$ cat src/rtl/lane_follower.sv
// lane_follower: one obstacle lane (road row plus one car) at the consumer end
// of the vertical-scroll interface.
//
// The lane row steps by MOVE_AMT on every move_followers pulse. It uses the same
// step/wrap arithmetic as the scroller, so it stays locked to the background.
// The car moves horizontally on a private tick of CAR_SPEED_DIV clocks. A sticky
// collision flag is raised when the player reference point lies inside the
// car's box. After a collision the lane freezes until reset.
//
// Ports:
//   clk             in   1   pixel clock
//   reset           in   1   synchronous, active-high
//   move_followers  in   1   one-cycle scroll pulse from the scroller
//   player_x        in   10  player sprite reference x
//   player_y        in   10  player sprite reference y
//   lane_y          out  10  lane top row (registered)
//   car_x           out  10  car left column (registered)
//   wrapped         out  1   one-cycle pulse: lane wrapped to the top
//   hit             out  1   sticky collision flag (registered)
module lane_follower #(
    parameter int ROW_INIT      = 240,
    parameter int MOVE_AMT      = 2,
    parameter int SCREEN_H      = 480,
    parameter int SCREEN_W      = 640,
    parameter int LANE_H        = 32,
    parameter int CAR_W         = 48,
    parameter int CAR_SPEED_DIV = 62500,
    parameter int CAR_STEP      = 1,
    parameter bit DIR           = 1'b0
) (
    input  logic       clk,
    input  logic       reset,
    input  logic       move_followers,
    input  logic [9:0] player_x,
    input  logic [9:0] player_y,
    output logic [9:0] lane_y,
    output logic [9:0] car_x,
    output logic       wrapped,
    output logic       hit
);

    localparam int TICK_W = (CAR_SPEED_DIV > 1) ? $clog2(CAR_SPEED_DIV) : 1;
    // A right-moving car enters from the left edge.
    // A left-moving car enters flush with the right edge.
    localparam logic [9:0] START = DIR ? 10'(SCREEN_W - CAR_W) : 10'd0;

    typedef enum logic {RUN, HIT} state_t;

    state_t              state, state_nxt;
    logic [TICK_W-1:0]   tick_ctr, tick_nxt;
    logic [9:0]          lane_y_nxt, car_x_nxt;
    logic                wrapped_nxt, hit_nxt;
    logic                lane_wrap, tick_done, overlap;

    // Sum is formed in 11 bits so that values near the top of the 10-bit
    // range cannot alias back below the wrap bound.
    function automatic logic lane_would_wrap(input logic [9:0] y);
        logic [10:0] sum;
        sum = {1'b0, y} + 11'(MOVE_AMT);
        return sum >= 11'(SCREEN_H);
    endfunction

    function automatic logic [9:0] car_step(input logic [9:0] x);
        logic [10:0] sum;
        if (!DIR) begin
            sum = {1'b0, x} + 11'(CAR_STEP);
            return (sum >= 11'(SCREEN_W)) ? 10'd0 : sum[9:0];
        end else begin
            return ({1'b0, x} < 11'(CAR_STEP)) ? 10'(SCREEN_W - CAR_W)
                                                : 10'(x - 10'(CAR_STEP));
        end
    endfunction

    // The collision box is compared in 11 bits.
    // The far edges are not wrapped around the screen.
    function automatic logic in_box(input logic [9:0] p, input logic [9:0] lo, input int size);
        logic [10:0] hi;
        hi = {1'b0, lo} + 11'(size - 1);
        return ({1'b0, p} >= {1'b0, lo}) && ({1'b0, p} <= hi);
    endfunction

    assign lane_wrap = lane_would_wrap(lane_y);
    assign tick_done = (tick_ctr == TICK_W'(CAR_SPEED_DIV - 1));
    assign overlap   = in_box(player_x, car_x, CAR_W) && in_box(player_y, lane_y, LANE_H);

    always_comb begin
        state_nxt   = state;
        lane_y_nxt  = lane_y;
        car_x_nxt   = car_x;
        tick_nxt    = tick_ctr;
        wrapped_nxt = 1'b0;
        hit_nxt     = hit;
        if (state == RUN) begin
            if (move_followers) begin
                if (lane_wrap) begin
                    lane_y_nxt  = 10'd0;
                    wrapped_nxt = 1'b1;
                end else begin
                    lane_y_nxt  = lane_y + 10'(MOVE_AMT);
                end
            end
            if (tick_done) begin
                tick_nxt  = '0;
                car_x_nxt = car_step(car_x);
            end else begin
                tick_nxt  = tick_ctr + TICK_W'(1);
            end
            // A lane that wraps respawns its car.
            // The respawn takes priority over a car step in the same cycle.
            if (move_followers && lane_wrap) begin
                car_x_nxt = START;
                tick_nxt  = '0;
            end
            // The hit is taken from the current registered positions.
            // The scroll above is still applied on this edge.
            if (overlap) begin
                state_nxt = HIT;
                hit_nxt   = 1'b1;
            end
        end
    end

    always_ff @(posedge clk) begin
        if (reset) begin
            state    <= RUN;
            lane_y   <= 10'(ROW_INIT);
            car_x    <= START;
            tick_ctr <= '0;
            wrapped  <= 1'b0;
            hit      <= 1'b0;
        end else begin
            state    <= state_nxt;
            lane_y   <= lane_y_nxt;
            car_x    <= car_x_nxt;
            tick_ctr <= tick_nxt;
            wrapped  <= wrapped_nxt;
            hit      <= hit_nxt;
        end
    end

endmodule

$ cat config.mk
export PLATFORM = sky130hd
export DESIGN_NAME = lane_follower
export DESIGN_NICKNAME = d
export VERILOG_FILES = /design/src/rtl/lane_follower.sv
export SDC_FILE = /design/constraint.sdc
export NUM_CORES = 1
export LEC_CHECK = 0
export CAP_MARGIN = 20
export CORE_ASPECT_RATIO = 0.5
export CORE_MARGIN = 2
export CORE_UTILIZATION = 58
export CTS_CLUSTER_DIAMETER = 100
export CTS_CLUSTER_SIZE = 14
export DETAILED_ROUTE_END_ITERATION = 7
export GPL_ROUTABILITY_DRIVEN = 0
export PLACE_DENSITY = 0.94
export SYNTH_ARGS = -nofsm -noshare
export SYNTH_HDL_FRONTEND = slang
export SYNTH_SLANG_ARGS = --single-unit
$ cat constraint.sdc
create_clock -name clk -period 7 [get_ports clk]
set_clock_uncertainty 0.05 [all_clocks]
set_input_delay 0.7 -clock clk [delete_from_list [all_inputs] [get_ports clk]]
set_output_delay 0.7 -clock clk [all_outputs]
set_load 0.005 [all_outputs]
==> results.toml <==
[yosys]
ys_seq_elements = 38
synth_top_flop_cell = "dfxtp_1"
netlist_area_mm2 = 0.003141
synth_edf_count = 0
synthCells = 383
synthTopCellsByArea = "dfxtp_1 24%, ha_1 18%, xnor2_1 5.3%, nor2_1 5.0%, nand2_1 3.9%"
yosysWarnings = 0
synth.largest_area_cell = "dfxtp_1"
ys_types = 57
seq_area_frac_synth_pct = 24.22
async_reset_ff_share_pct = 0
synth_top_area_share_pct = 24.22
syn_nets = 450
avgSynthCellArea_um2 = 8.200

[worst_hold_path]
hold_depth = 2
hp-class = "reg2reg"

[sta]
report.final.setup_viol = 0
tightest_slew_ns = 0.7106
rsz0062_at_grt = "no"
hold_ws_ns = 0.4368
finalCritPeriodShare_pct = 47.70
relSlewSlack_pct = 52.62
period_minus_slack_ns = 3.339
fin_setup_tns_ns = 0
max_freq_mhz = 299.5
hold_viol = 0
drv_slew = 0

[floorplanning]
die-height_um = 56.03
rows = 18
ios = 45
start_util_pct = 61.98
core_area_mm2 = 0.005067
die-area_mm2 = 0.006055
dieWidth_um = 108.1

[critical_path]
cp-startpoint = "car_x[0]"
end_kind = "register"
required_ns = 7.16
crit_arrival_ns = 3.50
start_kind = "register"
r2r_cells = 12
crit_end = "hit"
reg2reg_to = "hit"
worstPathMaxFanout = 7
r2r_slack_ns = 3.66
rr_startpoint = "car_x[0]"
critPathKind = "reg2reg"

[clock_tree]
clk_path_buf_depth = 2
clkTransAtPathRegs_ns = 0.07
cts_hold_buf = 0
cts_resized = 0
htreeDepth = 2
cts-root-buf = "clkbuf_8"
clock_latency_ns = 0.29
post_cts_buffers = 0
cts_sinks = 38
cts_buffers = 5
cts_tree = "yes"

[grt]
grt_pass1_vias = 2702
grt_usage_pct = 25.44
antenna_found_initial = 0
grt_max_degree = 24
grt_first_pass_wirelength_um = 12460
overflow = 0

[finish]
drive_above_1_share_pct = 4.296
syn_to_final_growth_pct = 16.69
antenna_cells = 0
nets = 485

[run]
cap_violations = 0

[drt]
antenna_left = 0
wl_um = 7415
drc = 0
via_count = 2971
wl_per_cell_um = 15.16
via_per_inst = 6.076
drt-initial-drc-count = 220
drt_pass1_iterations = 6

[placement]
dp_hpwl_um = 5560
io_buffers = 43

[power]
power_density_mw_per_mm2 = 153.1
vdd_drop_max_mv = 0.1105
p_leak_uw = 0.001485

[run_status]
status = "finished clean"
## state kept, by name, summed over array words and instances (netlist names)
register and count:
hit 1, wrapped 1, state 1, lane_y 9, tick_ctr 16, car_x 10
## placed cells by master (no fill, tap or decap), types with 6 or more instances in the layout
cell and count:
ha_1 44, xnor2_1 19, a211o_1 6, o21ai_0 24, nand3_1 13, xor2_1 10, nand2_1 33, clkdlybuf4s50_1 43
and3_1 6, a21oi_1 20, nor3_1 7, nand4_1 6, inv_1 24, nor2_1 42, dfxtp_1 38
## power breakdown
part           switching [uW]  internal, uW
clock                    77.7           107
sequential               17.8           226
combinational            67.2          65.9
total                     163           399
## cells by family after synthesis
family                     Yosys count  share of synthesized area, %
and+or+nand+nor                    139                         23.43
AOI/OAI and AO/OA                   90                         19.60
adders and majority gates           44                         17.53
buffers and inverters               40                         6.175
DFF                                 38                         24.22
xor gates and xnor gates            29                         8.088
muxes                                2                        0.8365
other                                1                        0.1194
## metal layers
layer  global-route usage, %  share of wire (%)  vias to the layer above
met5                       0                  0                        -
met4                   5.128                1.1                        0
met3                   5.035                8.5                       14
met2                   41.96                 45                      128
met1                   34.66                 46                     1368
li1                        -                  -                     1461
## final cells by class
class | count | area, um^2
multi-input combinational | 305 | 2186
fill | 373 | 1403
timing repair buffer | 43 | 430.4
inverter | 25 | 93.84
clock buffer | 7 | 76.32
tap | 70 | 87.58
sequential | 38 | 760.7
clock inverter | 1 | 30.03
## worst max-delay path, stage by stage, from the launching register on
cell       delay (ns)
dfxtp_1          0.37
inv_1            0.12
ha_1             0.18
or3b_2           0.48
a21oi_1          0.28
nor2_1           0.12
xnor2_1          0.20
ha_1             0.29
a21o_1           0.17
a2111oi_0        0.46
a211o_1          0.20
nand3_1          0.12
o2bb2ai_1        0.21
## worst min path at each step
stage,start,end
2_1_floorplan,tick_ctr[1],tick_ctr[1]
3_3_place_gp,tick_ctr[1],tick_ctr[1]
3_5_place_dp,hit,hit
4_1_cts,tick_ctr[1],tick_ctr[1]
5_1_grt,tick_ctr[1],tick_ctr[1]
6_report,tick_ctr[1],tick_ctr[1]
## synth_stat cells (4+ instances only)
| cell | count |
|---|---|
| ha_1 | 44 |
| nor2_1 | 42 |
| dfxtp_1 | 38 |
| nand2_1 | 33 |
| inv_1 | 24 |
| o21ai_0 | 24 |
| a21oi_1 | 20 |
| xnor2_1 | 19 |
| nand3_1 | 13 |
| xor2_1 | 10 |
| nor3_1 | 7 |
| a211o_1 | 6 |
| and3_1 | 6 |
| nand4_1 | 6 |
| nand2b_1 | 5 |
| o2bb2ai_1 | 5 |
| a21o_1 | 4 |
| buf_2 | 4 |
| buf_6 | 4 |
| clkbuf_1 | 4 |
| nor2b_1 | 4 |
| o22a_1 | 4 |
## stage by stage
step / setup slack [ns] / area, um^2 / std cells / utilization [%] / power [uW]
global placement: 4.044 / 3558 / 481 / 70.22 / 373.6
detailed placement: 3.832 / 3558 / 481 / 70.22 / 378.2
floorplan: 4.163 / 3141 / 383 / - / 330.1
finish: 3.661 / 3665 / 489 / 72.32 / 561.2
CTS: 3.700 / 3665 / 489 / 72.32 / 560.5
global route: 3.474 / 3665 / 489 / 72.32 / 589.4
Note: power is estimated with default switching activity, not from simulation.
